<file path="config.mk">
export PLATFORM = sky130hd
export DESIGN_NAME = axi_wr_arbiter_flat
export DESIGN_NICKNAME = d
export VERILOG_FILES = /design/src/rtl/axi_wr_arbiter_if.sv /design/src/rtl/axi_wr_arbiter.sv /design/src/flat_wrapper.sv
export SDC_FILE = /design/constraint.sdc
export NUM_CORES = 1
export LEC_CHECK = 0
export BUFFER_PORTS_ARGS = -buffer_cell sky130_fd_sc_hd__buf_4
export CORE_AREA = 5 5 110 112
export DETAILED_ROUTE_END_ITERATION = 10
export DIE_AREA = 0 0 115 117
export PLACE_DENSITY = 0.59
export SKIP_LAST_GASP = 1
export SYNTH_ARGS = -nofsm -noshare
export SYNTH_HDL_FRONTEND = slang
export SYNTH_SLANG_ARGS = --single-unit
</file>
<file path="constraint.sdc">
create_clock -name clk -period 1.62 [get_ports clk]
set_input_delay 0.081 -clock clk [delete_from_list [all_inputs] [get_ports clk]]
set_output_delay 0.081 -clock clk [all_outputs]
set_load 0.03 [all_outputs]
</file>
<file path="src/rtl/axi_wr_arbiter_if.sv">
// Bundle of the arbiter's per-master write ports and its single slave-side write port.
// The slave modport is the arbiter's view; the master modport is the surrounding system's view.
interface axi_wr_arbiter_if #(
  parameter int unsigned NUM_MASTERS    = 2,
  parameter int unsigned AXI_ADDR_WIDTH = 32,
  parameter int unsigned AXI_DATA_WIDTH = 32,
  parameter int unsigned AXI_ID_WIDTH   = 4,
  parameter int unsigned AXI_STRB_WIDTH = AXI_DATA_WIDTH / 8
);
  localparam int unsigned AW_W = AXI_ID_WIDTH + AXI_ADDR_WIDTH + 13;
  localparam int unsigned B_W  = AXI_ID_WIDTH + 2;

  logic [NUM_MASTERS*AW_W-1:0]           s_axi_aw;
  logic [NUM_MASTERS-1:0]                s_axi_awvalid;
  logic [NUM_MASTERS-1:0]                s_axi_awready;
  logic [NUM_MASTERS*AXI_DATA_WIDTH-1:0] s_axi_wdata;
  logic [NUM_MASTERS*AXI_STRB_WIDTH-1:0] s_axi_wstrb;
  logic [NUM_MASTERS-1:0]                s_axi_wlast;
  logic [NUM_MASTERS-1:0]                s_axi_wvalid;
  logic [NUM_MASTERS-1:0]                s_axi_wready;
  logic [B_W-1:0]                        s_axi_b;
  logic [NUM_MASTERS-1:0]                s_axi_bvalid;
  logic [NUM_MASTERS-1:0]                s_axi_bready;

  logic [AW_W-1:0]                       m_axi_aw;
  logic                                  m_axi_awvalid;
  logic                                  m_axi_awready;
  logic [AXI_DATA_WIDTH-1:0]             m_axi_wdata;
  logic [AXI_STRB_WIDTH-1:0]             m_axi_wstrb;
  logic                                  m_axi_wlast;
  logic                                  m_axi_wvalid;
  logic                                  m_axi_wready;
  logic [B_W-1:0]                        m_axi_b;
  logic                                  m_axi_bvalid;
  logic                                  m_axi_bready;

  modport slave (
    input  s_axi_aw, s_axi_awvalid, s_axi_wdata, s_axi_wstrb, s_axi_wlast, s_axi_wvalid,
    input  s_axi_bready,
    output s_axi_awready, s_axi_wready, s_axi_b, s_axi_bvalid,
    output m_axi_aw, m_axi_awvalid, m_axi_wdata, m_axi_wstrb, m_axi_wlast, m_axi_wvalid,
    output m_axi_bready,
    input  m_axi_awready, m_axi_wready, m_axi_b, m_axi_bvalid
  );

  modport master (
    output s_axi_aw, s_axi_awvalid, s_axi_wdata, s_axi_wstrb, s_axi_wlast, s_axi_wvalid,
    output s_axi_bready,
    input  s_axi_awready, s_axi_wready, s_axi_b, s_axi_bvalid,
    input  m_axi_aw, m_axi_awvalid, m_axi_wdata, m_axi_wstrb, m_axi_wlast, m_axi_wvalid,
    input  m_axi_bready,
    output m_axi_awready, m_axi_wready, m_axi_b, m_axi_bvalid
  );
endinterface

</file>
<file path="src/rtl/axi_wr_arbiter.sv">
// Round-robin arbiter sharing one AXI4 write path between NUM_MASTERS requesters.
// One transaction in flight; grant held from AW handshake through B handshake.
module axi_wr_arbiter #(
  parameter int unsigned NUM_MASTERS    = 2,
  parameter int unsigned AXI_ADDR_WIDTH = 32,
  parameter int unsigned AXI_DATA_WIDTH = 32,
  parameter int unsigned AXI_ID_WIDTH   = 4,
  parameter int unsigned AXI_STRB_WIDTH = AXI_DATA_WIDTH / 8
) (
  input logic              clk,
  input logic              rst_n,
  axi_wr_arbiter_if.slave  bus
);
  localparam int unsigned AW_W  = AXI_ID_WIDTH + AXI_ADDR_WIDTH + 13;
  localparam int unsigned IDX_W = (NUM_MASTERS > 1) ? $clog2(NUM_MASTERS) : 1;

  typedef enum logic [1:0] {StIdle, StAddr, StData, StResp} state_e;

  state_e           state_q, state_d;
  logic [IDX_W-1:0] grant_q, grant_d;
  logic [IDX_W-1:0] rr_ptr_q, rr_ptr_d;
  logic [IDX_W-1:0] pick;
  logic [IDX_W-1:0] next_ptr;
  logic             any_req;
  int unsigned      idx;

  // Scan from the farthest candidate back to rr_ptr so the nearest requester wins.
  always_comb begin
    any_req = |bus.s_axi_awvalid;
    pick    = rr_ptr_q;
    idx     = 0;
    for (int unsigned k = 0; k < NUM_MASTERS; k++) begin
      idx = (32'(rr_ptr_q) + NUM_MASTERS - 1 - k) % NUM_MASTERS;
      if (bus.s_axi_awvalid[IDX_W'(idx)]) begin
        pick = IDX_W'(idx);
      end
    end
    next_ptr = (grant_q == IDX_W'(NUM_MASTERS - 1)) ? '0 : grant_q + 1'b1;
  end

  always_comb begin
    state_d  = state_q;
    grant_d  = grant_q;
    rr_ptr_d = rr_ptr_q;
    unique case (state_q)
      StIdle: begin
        if (any_req) begin
          grant_d = pick;
          state_d = StAddr;
        end
      end
      StAddr: begin
        if (bus.m_axi_awvalid && bus.m_axi_awready) state_d = StData;
      end
      StData: begin
        if (bus.m_axi_wvalid && bus.m_axi_wready && bus.m_axi_wlast) state_d = StResp;
      end
      StResp: begin
        if (bus.m_axi_bvalid && bus.m_axi_bready) begin
          state_d  = StIdle;
          rr_ptr_d = next_ptr;
        end
      end
      default: state_d = StIdle;
    endcase
  end

  always_ff @(posedge clk or negedge rst_n) begin
    if (!rst_n) begin
      state_q  <= StIdle;
      grant_q  <= '0;
      rr_ptr_q <= '0;
    end else begin
      state_q  <= state_d;
      grant_q  <= grant_d;
      rr_ptr_q <= rr_ptr_d;
    end
  end

  // Payloads always follow the granted master; only valids/readies are gated by state.
  always_comb begin
    bus.m_axi_aw      = bus.s_axi_aw[32'(grant_q)*AW_W +: AW_W];
    bus.m_axi_wdata   = bus.s_axi_wdata[32'(grant_q)*AXI_DATA_WIDTH +: AXI_DATA_WIDTH];
    bus.m_axi_wstrb   = bus.s_axi_wstrb[32'(grant_q)*AXI_STRB_WIDTH +: AXI_STRB_WIDTH];
    bus.m_axi_wlast   = bus.s_axi_wlast[grant_q];
    bus.s_axi_b       = bus.m_axi_b;
    bus.m_axi_awvalid = 1'b0;
    bus.m_axi_wvalid  = 1'b0;
    bus.m_axi_bready  = 1'b0;
    bus.s_axi_awready = '0;
    bus.s_axi_wready  = '0;
    bus.s_axi_bvalid  = '0;
    unique case (state_q)
      StAddr: begin
        bus.m_axi_awvalid          = bus.s_axi_awvalid[grant_q];
        bus.s_axi_awready[grant_q] = bus.m_axi_awready;
      end
      StData: begin
        bus.m_axi_wvalid          = bus.s_axi_wvalid[grant_q];
        bus.s_axi_wready[grant_q] = bus.m_axi_wready;
      end
      StResp: begin
        bus.m_axi_bready          = bus.s_axi_bready[grant_q];
        bus.s_axi_bvalid[grant_q] = bus.m_axi_bvalid;
      end
      default: ;
    endcase
  end
endmodule

</file>
<file path="src/flat_wrapper.sv">
// flat-port wrapper written by rule: the top's interface ports become plain ports
module axi_wr_arbiter_flat 
#(
  parameter int unsigned NUM_MASTERS    = 2,
  parameter int unsigned AXI_ADDR_WIDTH = 32,
  parameter int unsigned AXI_DATA_WIDTH = 32,
  parameter int unsigned AXI_ID_WIDTH   = 4,
  parameter int unsigned AXI_STRB_WIDTH = AXI_DATA_WIDTH / 8
)
  (clk, rst_n, bus_s_axi_aw, bus_s_axi_awvalid, bus_s_axi_wdata, bus_s_axi_wstrb, bus_s_axi_wlast, bus_s_axi_wvalid, bus_s_axi_bready, bus_s_axi_awready, bus_s_axi_wready, bus_s_axi_b, bus_s_axi_bvalid, bus_m_axi_aw, bus_m_axi_awvalid, bus_m_axi_wdata, bus_m_axi_wstrb, bus_m_axi_wlast, bus_m_axi_wvalid, bus_m_axi_bready, bus_m_axi_awready, bus_m_axi_wready, bus_m_axi_b, bus_m_axi_bvalid);
  axi_wr_arbiter_if #(.NUM_MASTERS(NUM_MASTERS), .AXI_ADDR_WIDTH(AXI_ADDR_WIDTH), .AXI_DATA_WIDTH(AXI_DATA_WIDTH), .AXI_ID_WIDTH(AXI_ID_WIDTH), .AXI_STRB_WIDTH(AXI_STRB_WIDTH)) bus_i ();
  input logic clk;
  input logic rst_n;
  input wire logic [$bits(bus_i.s_axi_aw)-1:0] bus_s_axi_aw;
  input wire logic [$bits(bus_i.s_axi_awvalid)-1:0] bus_s_axi_awvalid;
  input wire logic [$bits(bus_i.s_axi_wdata)-1:0] bus_s_axi_wdata;
  input wire logic [$bits(bus_i.s_axi_wstrb)-1:0] bus_s_axi_wstrb;
  input wire logic [$bits(bus_i.s_axi_wlast)-1:0] bus_s_axi_wlast;
  input wire logic [$bits(bus_i.s_axi_wvalid)-1:0] bus_s_axi_wvalid;
  input wire logic [$bits(bus_i.s_axi_bready)-1:0] bus_s_axi_bready;
  output wire logic [$bits(bus_i.s_axi_awready)-1:0] bus_s_axi_awready;
  output wire logic [$bits(bus_i.s_axi_wready)-1:0] bus_s_axi_wready;
  output wire logic [$bits(bus_i.s_axi_b)-1:0] bus_s_axi_b;
  output wire logic [$bits(bus_i.s_axi_bvalid)-1:0] bus_s_axi_bvalid;
  output wire logic [$bits(bus_i.m_axi_aw)-1:0] bus_m_axi_aw;
  output wire logic [$bits(bus_i.m_axi_awvalid)-1:0] bus_m_axi_awvalid;
  output wire logic [$bits(bus_i.m_axi_wdata)-1:0] bus_m_axi_wdata;
  output wire logic [$bits(bus_i.m_axi_wstrb)-1:0] bus_m_axi_wstrb;
  output wire logic [$bits(bus_i.m_axi_wlast)-1:0] bus_m_axi_wlast;
  output wire logic [$bits(bus_i.m_axi_wvalid)-1:0] bus_m_axi_wvalid;
  output wire logic [$bits(bus_i.m_axi_bready)-1:0] bus_m_axi_bready;
  input wire logic [$bits(bus_i.m_axi_awready)-1:0] bus_m_axi_awready;
  input wire logic [$bits(bus_i.m_axi_wready)-1:0] bus_m_axi_wready;
  input wire logic [$bits(bus_i.m_axi_b)-1:0] bus_m_axi_b;
  input wire logic [$bits(bus_i.m_axi_bvalid)-1:0] bus_m_axi_bvalid;
  assign bus_i.s_axi_aw = bus_s_axi_aw;
  assign bus_i.s_axi_awvalid = bus_s_axi_awvalid;
  assign bus_i.s_axi_wdata = bus_s_axi_wdata;
  assign bus_i.s_axi_wstrb = bus_s_axi_wstrb;
  assign bus_i.s_axi_wlast = bus_s_axi_wlast;
  assign bus_i.s_axi_wvalid = bus_s_axi_wvalid;
  assign bus_i.s_axi_bready = bus_s_axi_bready;
  assign bus_s_axi_awready = bus_i.s_axi_awready;
  assign bus_s_axi_wready = bus_i.s_axi_wready;
  assign bus_s_axi_b = bus_i.s_axi_b;
  assign bus_s_axi_bvalid = bus_i.s_axi_bvalid;
  assign bus_m_axi_aw = bus_i.m_axi_aw;
  assign bus_m_axi_awvalid = bus_i.m_axi_awvalid;
  assign bus_m_axi_wdata = bus_i.m_axi_wdata;
  assign bus_m_axi_wstrb = bus_i.m_axi_wstrb;
  assign bus_m_axi_wlast = bus_i.m_axi_wlast;
  assign bus_m_axi_wvalid = bus_i.m_axi_wvalid;
  assign bus_m_axi_bready = bus_i.m_axi_bready;
  assign bus_i.m_axi_awready = bus_m_axi_awready;
  assign bus_i.m_axi_wready = bus_m_axi_wready;
  assign bus_i.m_axi_b = bus_m_axi_b;
  assign bus_i.m_axi_bvalid = bus_m_axi_bvalid;
  axi_wr_arbiter #(.NUM_MASTERS(NUM_MASTERS), .AXI_ADDR_WIDTH(AXI_ADDR_WIDTH), .AXI_DATA_WIDTH(AXI_DATA_WIDTH), .AXI_ID_WIDTH(AXI_ID_WIDTH), .AXI_STRB_WIDTH(AXI_STRB_WIDTH)) u_core (.clk(clk), .rst_n(rst_n), .bus(bus_i));
endmodule
</file>
== Yosys cells after proc, flatten, opt, wreduce, memory -nomap -nowiden ==
Cells that the tools add are included.

* Register bits: 4
* Latch bits: 0
* Memory bits (writable): 0
* Memory bits (read-only): 0
* Output and inout port bits: 101
* Word-level logic and storage cells: 63
* Memories: 0

* $add $sub $neg: 4
* $mul: 1
* Divide/modulo/power cells: 0
* $lt $le $gt $ge: 4
* Equality and inequality tests: 7
* Shifts and indexed selects: 3
* Mux-type cells: 28
* Bitwise logic cells: 3
* Reductions and logical operators: 10

{| class="wikitable"
|+ Operators by type and width
! kind !! number
|-
| $shiftx 98x8->49 || 1
|-
| $shiftx 64x7->32 || 1
|-
| $mux 1 || 19
|-
| $mux 2 || 7
|-
| $ne 2x1->1 const B || 4
|-
| $pmux 2 s4 || 1
|-
| $shiftx 8x4->4 || 1
|-
| $mul 1x6->7 const B || 1
|-
| $and 2x2->2 || 3
|-
| $lt 1x2->1 const B || 3
|-
| $logic_and 1x1->1 || 5
|-
| $eq 2x2->1 const B || 2
|-
| $reduce_and 2->1 || 2
|-
| $reduce_and 4->1 || 1
|-
| $add 1x1->1 const B || 2
|-
| $eq 2x1->1 const B || 1
|-
| $logic_not 2->1 || 1
|-
| $reduce_or 2->1 || 1
|-
| $sub 1x1->1 const B || 2
|-
| $demux 1 s1 || 1
|-
| $ge 1x1->1 const B || 1
|}

== Longest topological paths before layout ==
Gate-level depths: netlist (run 1).

* Depth in word-level cells: 7
* Mapped depth: 5
* Depth with buffers taken out: 5

== Least setup slack after synthesis (run 1) ==
OpenSTA, ideal clock, no wires.

* Path kind: reg-to-reg
* Start point: register u_core.grant_q
* End point: register u_core.state_q[1]
* Library setup time: 0.125 ns
* Data arrival time: 1.316 ns
* Required time: 1.495 ns
* Slack: 0.179 ns
* Cell stages (with the launch flop): 6
* Path buffers: 1
* Clock period less this slack: 1.441 ns
* Cells stage by stage: dfrtp_1 buf_6 mux2i_1 o31ai_2 o2111ai_2 mux2_4

* Word-level cells in the longest chain between the ends: 7
* Elaborated cells between the ends (all ways): 19

{| class="wikitable"
|+ RTL lines
! element !! line !! text
|-
| start: declaration || axi_wr_arbiter.sv:20 || <nowiki>logic [IDX_W-1:0] grant_q, grant_d;</nowiki>
|-
| start signal: assignment || axi_wr_arbiter.sv:75 || <nowiki>grant_q <= grant_d;</nowiki>
|-
| $mux 1 (implied by the code) (2 in a row) || axi_wr_arbiter.sv:99 || <nowiki>bus.m_axi_wvalid = bus.s_axi_wvalid[grant_q];</nowiki>
|-
| $mux 1 || axi_wr_arbiter.sv:93 || <nowiki>unique case (state_q)</nowiki>
|-
| $logic_and 1x1->1 (2 in a row) || axi_wr_arbiter.sv:56 || <nowiki>if (bus.m_axi_wvalid && bus.m_axi_wready && bus.m_axi_wlast) state_d = StResp;</nowiki>
|-
| $ne 2x1->1 (no source line) || n/a ||
|-
| $reduce_and 4->1 (no source line) * || n/a ||
|-
| end signal: assignment || axi_wr_arbiter.sv:70 || <nowiki>state_q <= StIdle;</nowiki>
|-
| end signal: assignment || axi_wr_arbiter.sv:74 || <nowiki>state_q <= state_d;</nowiki>
|-
| end: declaration || axi_wr_arbiter.sv:19 || <nowiki>state_e state_q, state_d;</nowiki>
|}

Mark *: on every way between the ends. The rest lies on a longest branch, timed or not. The select of a mux whose other input is x is not followed.
A chain may end at the register's enable or synchronous reset.

== Final worst setup path (run 1) ==
Ends and elaborated chain as after synthesis.

==> out/metrics.cfg, run 1 <==
[status]
status=finished, violations left
violations=setup timing

[power_and_ir_drop]
finalPower_mw=5.80
power.density_nw_per_um2=1520
p_sw_mw=2.90
cellLeakagePower_nw=1.99
netSwitchingFraction_pct=50.0
clockPowerShare_pct=7.0
cell_internal_pwr_mw=2.90
seq_power_share_pct=3.8
p_comb_share_pct=89.2
ir_worst_vdd_v=0.000681

[timing]
slew_violations=0
max_slew_margin_pct=77.1
finalCritPeriodShare_pct=105
period_needed_ns=1.70
fin_hold_ws_ns=0.103
rsz0062_at_grt=yes
max_slew.worst_pin.slew_ns=0.334
final_critical_path_setup_slack_ns=-0.0765
skew_ns=0.00471
setup_violations=40
fmax_ghz=0.589
hold_viol=0

[placed_design]
globalplace.congestion=0.762
portBuffers=277
place_area_um2=3670
dp_slack_ns=0.0499
hpwlAfterDp_mm=7.77

[global_route]
antenna_found_initial=0
grt_overflow=0
grt_max_degree=53
grt_pass1_vias=2230
track_usage_pct=11.0
grt_pass1_wl_mm=11.8

[route]
vias_per_cell=3.93
dr.first_iter.drc_count=40
firstDrtPassIters=3
ant_nets=0
remaining_drc_errors=0
via_count=2217
wl_per_cell_um=15.7
wirelength_mm=8.83

[clock_network]
cts_root_buf=clkbuf_16
clk_pin_slew_ns=0.03
cts_buffer_depth=2
cts.sinks=4
cts_buffers=3
cts_tree=yes
clock_latency_ns=0.23
htreeDepth=1

[layout]
antenna_cells=0
drive_gt1_share_pct=89.8
mostFrequentLayoutCell=buf_4
areaGrowthSynthToFinish_pct=164
final_cell_area_um2=3820
finalCoreUtilization_pct=34.4
n_fill_cell=1136
final_nets=615
layout_common_cells=buf_4 (281), mux2_2 (85), inv_1 (6), nand2_1 (6)

[yosys]
ys_ff_latch=4
syn_avg_cell_area_um2=9.79
ys_seq_area_share_pct=6.91
yosysUniqueCellTypes=20
syn_nets=341
synthCells=148
yosysWarnings=0
netlist_area_um2=1450

[floorplanning]
num_io_pins=290
core_area_um2=11100
start_util_pct=13.0
die_h_um=117
die_w_um=115
dieArea_um2=13500
core.rowCount=39

[job]
drv_cap=0

[worst_setup_path]
endpoint_kind=flop
crit_type=flop to flop
worstPathArrival_ns=1.80
r2r_start=u_core.grant_q
r2r-end=u_core.state_q[1]
r2r_slack_ns=-0.08
ff2ff_path_depth=5
crit_path_max_fanout=5
crit_chain=buf_6 > mux2i_4 > o31ai_4 > o2111ai_2 > mux2_4
slowest_delay_ns=0.50
slowest_stage=dfrtp_4
startpoint=u_core.grant_q
cp-start-kind=flop
cp.required_ns=1.73

[hold_path]
hold_class=input pin to flop
hold_path_startpoint=bus_s_axi_awvalid[0]
hold_end=u_core.grant_q
hold_path_depth=2

-- cell type report --
class | instances | area (um^2) | share of cell area, %
Multi-Input combinational cell | 121 | 1240 | 32.5
Sequential cell | 4 | 104 | 2.72
Timing Repair Buffer | 286 | 2200 | 57.5
Clock buffer | 4 | 78.8 | 2.06
Inverter | 6 | 22.5 | 0.589
Tap cell | 143 | 179 | 4.68
-- sequential cells by signal, summed over array words and instances, names as in the netlist --
name / flops
u_core.grant_q: 1
u_core.rr_ptr_q: 1
u_core.state_q: 2
-- through the flow --
| stage | setup TNS (ns) | std cells |
|---|---|---|
| after floorplan | 0 | 148 |
| after global placement | 0 | 556 |
| after detailed placement | 0 | 556 |
| after CTS | -1.55 | 563 |
| after global routing | -4.11 | 564 |
| final | -0.946 | 564 |
-- worst max-delay path, delay by kind of cell (launching register included) --
kind	cells	cell delay [ns]
buffers and inverters	1	0.14
AO/OA/AOI/OAI	2	0.42
multiplexers	2	0.51
flip-flops	1	0.50
-- repair_timing --
item / in CTS / in global routing
endpoints found under the hold margin: 4 / 0
resized for setup: 1 / 4
cloned: 1 / 0
hold buffers: 1 / 0
pin swaps: 0 / 2
endpoints found under the setup margin: 86 / 88
buffers inserted: 1 / 1
-- cells by family after synthesis --
kind of cell | after synthesis | share of synthesized area, %
compound gates | 9 | 4.66
simple gates | 17 | 5.53
flops | 4 | 6.91
buf+inv | 23 | 8.89
mux | 91 | 70.6
fa+ha+maj | 4 | 3.45
-- worst max-delay path by stage --
| stage | endpoint | slack, ns | cells past startpoint |
|---|---|---|---|
| 4_1_cts | u_core.state_q[1] | -0.07 | 5 |
| 3_5_place_dp | u_core.state_q[1] | 0.05 | 4 |
| 5_1_grt | u_core.state_q[1] | -0.14 | 5 |
| 3_3_place_gp | u_core.state_q[1] | 0.09 | 4 |
| 2_1_floorplan | u_core.state_q[1] | 0.18 | 5 |
| 6_report | u_core.state_q[1] | -0.08 | 5 |
-- power groups by stage --
stage               combinational, mW  sequential, mW  clock, mW
floorplan                        3.25           0.182          0
global placement                 5.00           0.224          0
detailed placement               5.03           0.234          0
CTS                              5.19           0.223      0.413
global route                     5.46           0.232      0.422
finish                           5.17           0.221      0.404
-- cell usage after synthesis (all sizes together) --
master | n | area share (%)
inv | 6 | 1.6
o21ai | 3 | 1.0
a22oi | 1 | 0.52
nor2b | 3 | 1.3
a31oi | 2 | 0.86
o31ai | 1 | 0.86
nand3 | 1 | 0.35
mux2 | 86 | 67
a21oi | 1 | 0.35
nand2 | 6 | 1.6
dfrtp | 4 | 6.9
nor2 | 4 | 1.0
buf | 17 | 7.3
o2111ai | 1 | 1.0
mux2i | 5 | 3.5
and3 | 3 | 1.3
ha | 4 | 3.5
-- metal layers --
layer  GRT usage, %  wire [um]  up-vias
met4           2.27         63        0
met2           20.4       4550      145
met3           3.55       1160        6
met1           12.4       3060      984
met5              0          0        -
li1               -          -     1082
No activity file was read; power rests on OpenSTA's default activity.
==> inputs of run 2 (changes only) <==
--- a/config.mk
+++ b/config.mk
@@ -5,10 +5,12 @@
 export SDC_FILE = /design/constraint.sdc
 export NUM_CORES = 1
 export LEC_CHECK = 0
+export ABC_AREA = 0
 export BUFFER_PORTS_ARGS = -buffer_cell sky130_fd_sc_hd__buf_4
 export CORE_AREA = 5 5 110 112
 export DETAILED_ROUTE_END_ITERATION = 10
 export DIE_AREA = 0 0 115 117
+export GPL_TIMING_DRIVEN = 0
 export PLACE_DENSITY = 0.59
 export SKIP_LAST_GASP = 1
 export SYNTH_ARGS = -nofsm -noshare
==> run 2 against run 1 <==
The run still ends with setup timing left. Wire length up 1.3%. Clock-buffer cell count down 1. Cell count up 3.2%. Total power up 2.8%. Via count up 2.8%. Flip-flop and latch count unchanged. Critical endpoint is now bus_m_axi_wstrb[0]. Largest power group unchanged.
==> out/metrics.cfg, run 2 (synthesis results as in run 1) <==
[floorplanning]
core_area_um2=11100  ; unchanged
start_util_pct=13.0  ; unchanged
die_w_um=115  ; unchanged
core.rowCount=39  ; unchanged
dieArea_um2=13500  ; unchanged
die_h_um=117  ; unchanged
num_io_pins=290  ; unchanged

[worst_setup_path]
slowest_stage=mux2_2  ; was dfrtp_4
critical_path.top_delay_family=buffers and inverters  ; was multiplexers
cp_num_buf_inv=4  ; was 1
slowest_delay_ns=0.36  ; was 0.50 ns
cp-start-kind=flop  ; unchanged
crit_path_max_fanout=10  ; was 5
crit_type=flop to primary output  ; was flop to flop
endpoint_kind=primary output  ; was flop
worstPathArrival_ns=1.54  ; was 1.80 ns
crit_chain=buf_6 > buf_12 > buf_8 > mux2_2 > buf_4  ; was buf_6 > mux2i_4 > o31ai_4 > o2111ai_2 > mux2_4
cp.required_ns=1.54  ; was 1.73 ns

[timing]
max_slew_margin_pct=77.2  ; was 77.1%
rsz0062_at_grt=yes  ; unchanged
final_critical_path_setup_slack_ns=-0.00229  ; was -0.0765 ns
setup_violations=2  ; was 40
finalCritPeriodShare_pct=100  ; was 105%
hold_viol=0  ; unchanged
finalSetupTns_ns=-0.00440  ; was -0.946 ns
slew_violations=0  ; unchanged
max_slew.worst_pin.slew_ns=0.332  ; was 0.334 ns
skew_ns=0.000853  ; was 0.00471 ns
fmax_ghz=0.616  ; was 0.589 GHz
period_needed_ns=1.62  ; was 1.70 ns

[layout]
areaGrowthSynthToFinish_pct=174  ; was 164%
final_cell_area_um2=3970  ; was 3820 um^2
final_cells=582  ; was 564
mostFrequentLayoutCell=buf_4  ; unchanged
layout_common_cells=buf_4 (292), mux2_2 (85), inv_1 (6), nand2_1 (6)  ; was buf_4 (281), mux2_2 (85), inv_1 (6), nand2_1 (6)
drive_gt1_share_pct=90.2  ; was 89.8%
final_nets=634  ; was 615
largest_registers=u_core.state_q: 2 flops, u_core.grant_q: 1 flops, u_core.rr_ptr_q: 1 flops  ; unchanged
finalCoreUtilization_pct=35.6  ; was 34.4%
antenna_cells=0  ; unchanged
largest_reg_flops=2  ; unchanged
largest-register=u_core.state_q  ; unchanged

[hold_path]
hold_class=input pin to flop  ; unchanged

[placed_design]
place_area_um2=3750  ; was 3670 um^2
dp.cells=574  ; was 556
globalplace.congestion=0.763  ; was 0.762
hpwlAfterDp_mm=8.00  ; was 7.77 mm
portBuffers=283  ; was 277

[global_route]
grt_pass1_wl_mm=12.1  ; was 11.8 mm
grt_max_degree=11  ; was 53
grt_overflow=0  ; unchanged
track_usage_pct=11.3  ; was 11.0%
antenna_found_initial=0  ; unchanged
grt_pass1_vias=2348  ; was 2,230

[route]
wl_per_cell_um=15.4  ; was 15.7 um
remaining_drc_errors=0  ; unchanged
vias_per_cell=3.92  ; was 3.93
ant_nets=0  ; unchanged
via_count=2279  ; was 2,217
wirelength_mm=8.95  ; was 8.83 mm
firstDrtPassIters=4  ; was 3
dr.first_iter.drc_count=30  ; was 40

[power_and_ir_drop]
power.density_nw_per_um2=1500  ; was 1520 nW/um^2
cellLeakagePower_nw=2.08  ; was 1.99 nW
finalPower_mw=5.96  ; was 5.80 mW
ir_worst_vdd_v=0.000520  ; was 0.000681 V

[clock_network]
cts_tree=yes  ; unchanged
clock_latency_ns=0.23  ; about the same
cts_buffers=3  ; unchanged
cts_buffer_depth=2  ; unchanged
cts_root_buf=clkbuf_16  ; unchanged
cts.sinks=4  ; unchanged
clk_pin_slew_ns=0.03  ; about the same
htreeDepth=1  ; unchanged

[job]
drv_cap=0  ; unchanged

[status]
status=finished, violations left  ; unchanged
violations=setup timing  ; unchanged

[run 2: cell types whose count changed in the layout (fill, tap and decap cells not counted), sizes merged]
cell,delta
buf,+18
[run 2: what timing repair did]
item | in CTS | in global routing
pin swaps | 0 | 2
resized for setup | 16 | 7
hold buffers | 1 | 0
endpoints found under the hold margin | 4 | 0
gates cloned | 0 | 1
setup buffers | 2 | 1
endpoints found under the setup margin | 62 | 81
[run 2: layout make-up]
cell class              instances  area, um^2
flip-flops and latches          4         100
fillers                      1172        7160
well taps                     143         179
repair buffers                288        2180
inverters                       6        22.5
clock buffers                   3        75.1
multi-input cells             121        1230
plain buffers                  17         174
[run 2: routing by layer]
metal / wire (um) / share of wire (%) / vias to the layer above / global-route usage [%]
met1: 3110 / 35 / 1002 / 12.7
met4: 63 / 0.70 / 0 / 2.27
met5: 0 / 0 / - / 0
met2: 4730 / 53 / 153 / 21.2
met3: 1050 / 12 / 6 / 3.14
li1: - / - / 1118 / -
[run 2: path summary, 6_finish.rpt]
path / startpoint / to / slack (ns) / cells after the start
worst min-delay path: bus_s_axi_awvalid[0] / u_core.grant_q / 0.08 / 2
max in group asynchronous: rst_n / u_core.state_q[1] / 1.31 / 2
worst max register to register: u_core.grant_q / u_core.state_q[1] / -0.002 / 5
worst min register to register: u_core.rr_ptr_q / u_core.rr_ptr_q / 0.53 / 2
worst max-delay path: u_core.grant_q / bus_m_axi_wstrb[0] / -0.002 / 5
min in group asynchronous: rst_n / u_core.state_q[0] / 0.21 / 2
[run 2: report_power, final]
group          switching [mW]  leakage (nW)  internal, mW  total (mW)
Sequential             0.0410        0.0438         0.152       0.193
Clock                  0.0747        0.0370         0.316       0.390
Combinational            2.83          2.00          2.55        5.38
[run 2: per-stage QoR]
stage	setup slack, ns	hold WS, ns
floorplan	0.179	-0.215
global placement	-0.0772	-0.119
detailed placement	-0.105	-0.118
CTS	-0.0410	0.0708
global route	-0.0531	0.0948
finish	-0.00229	0.0803
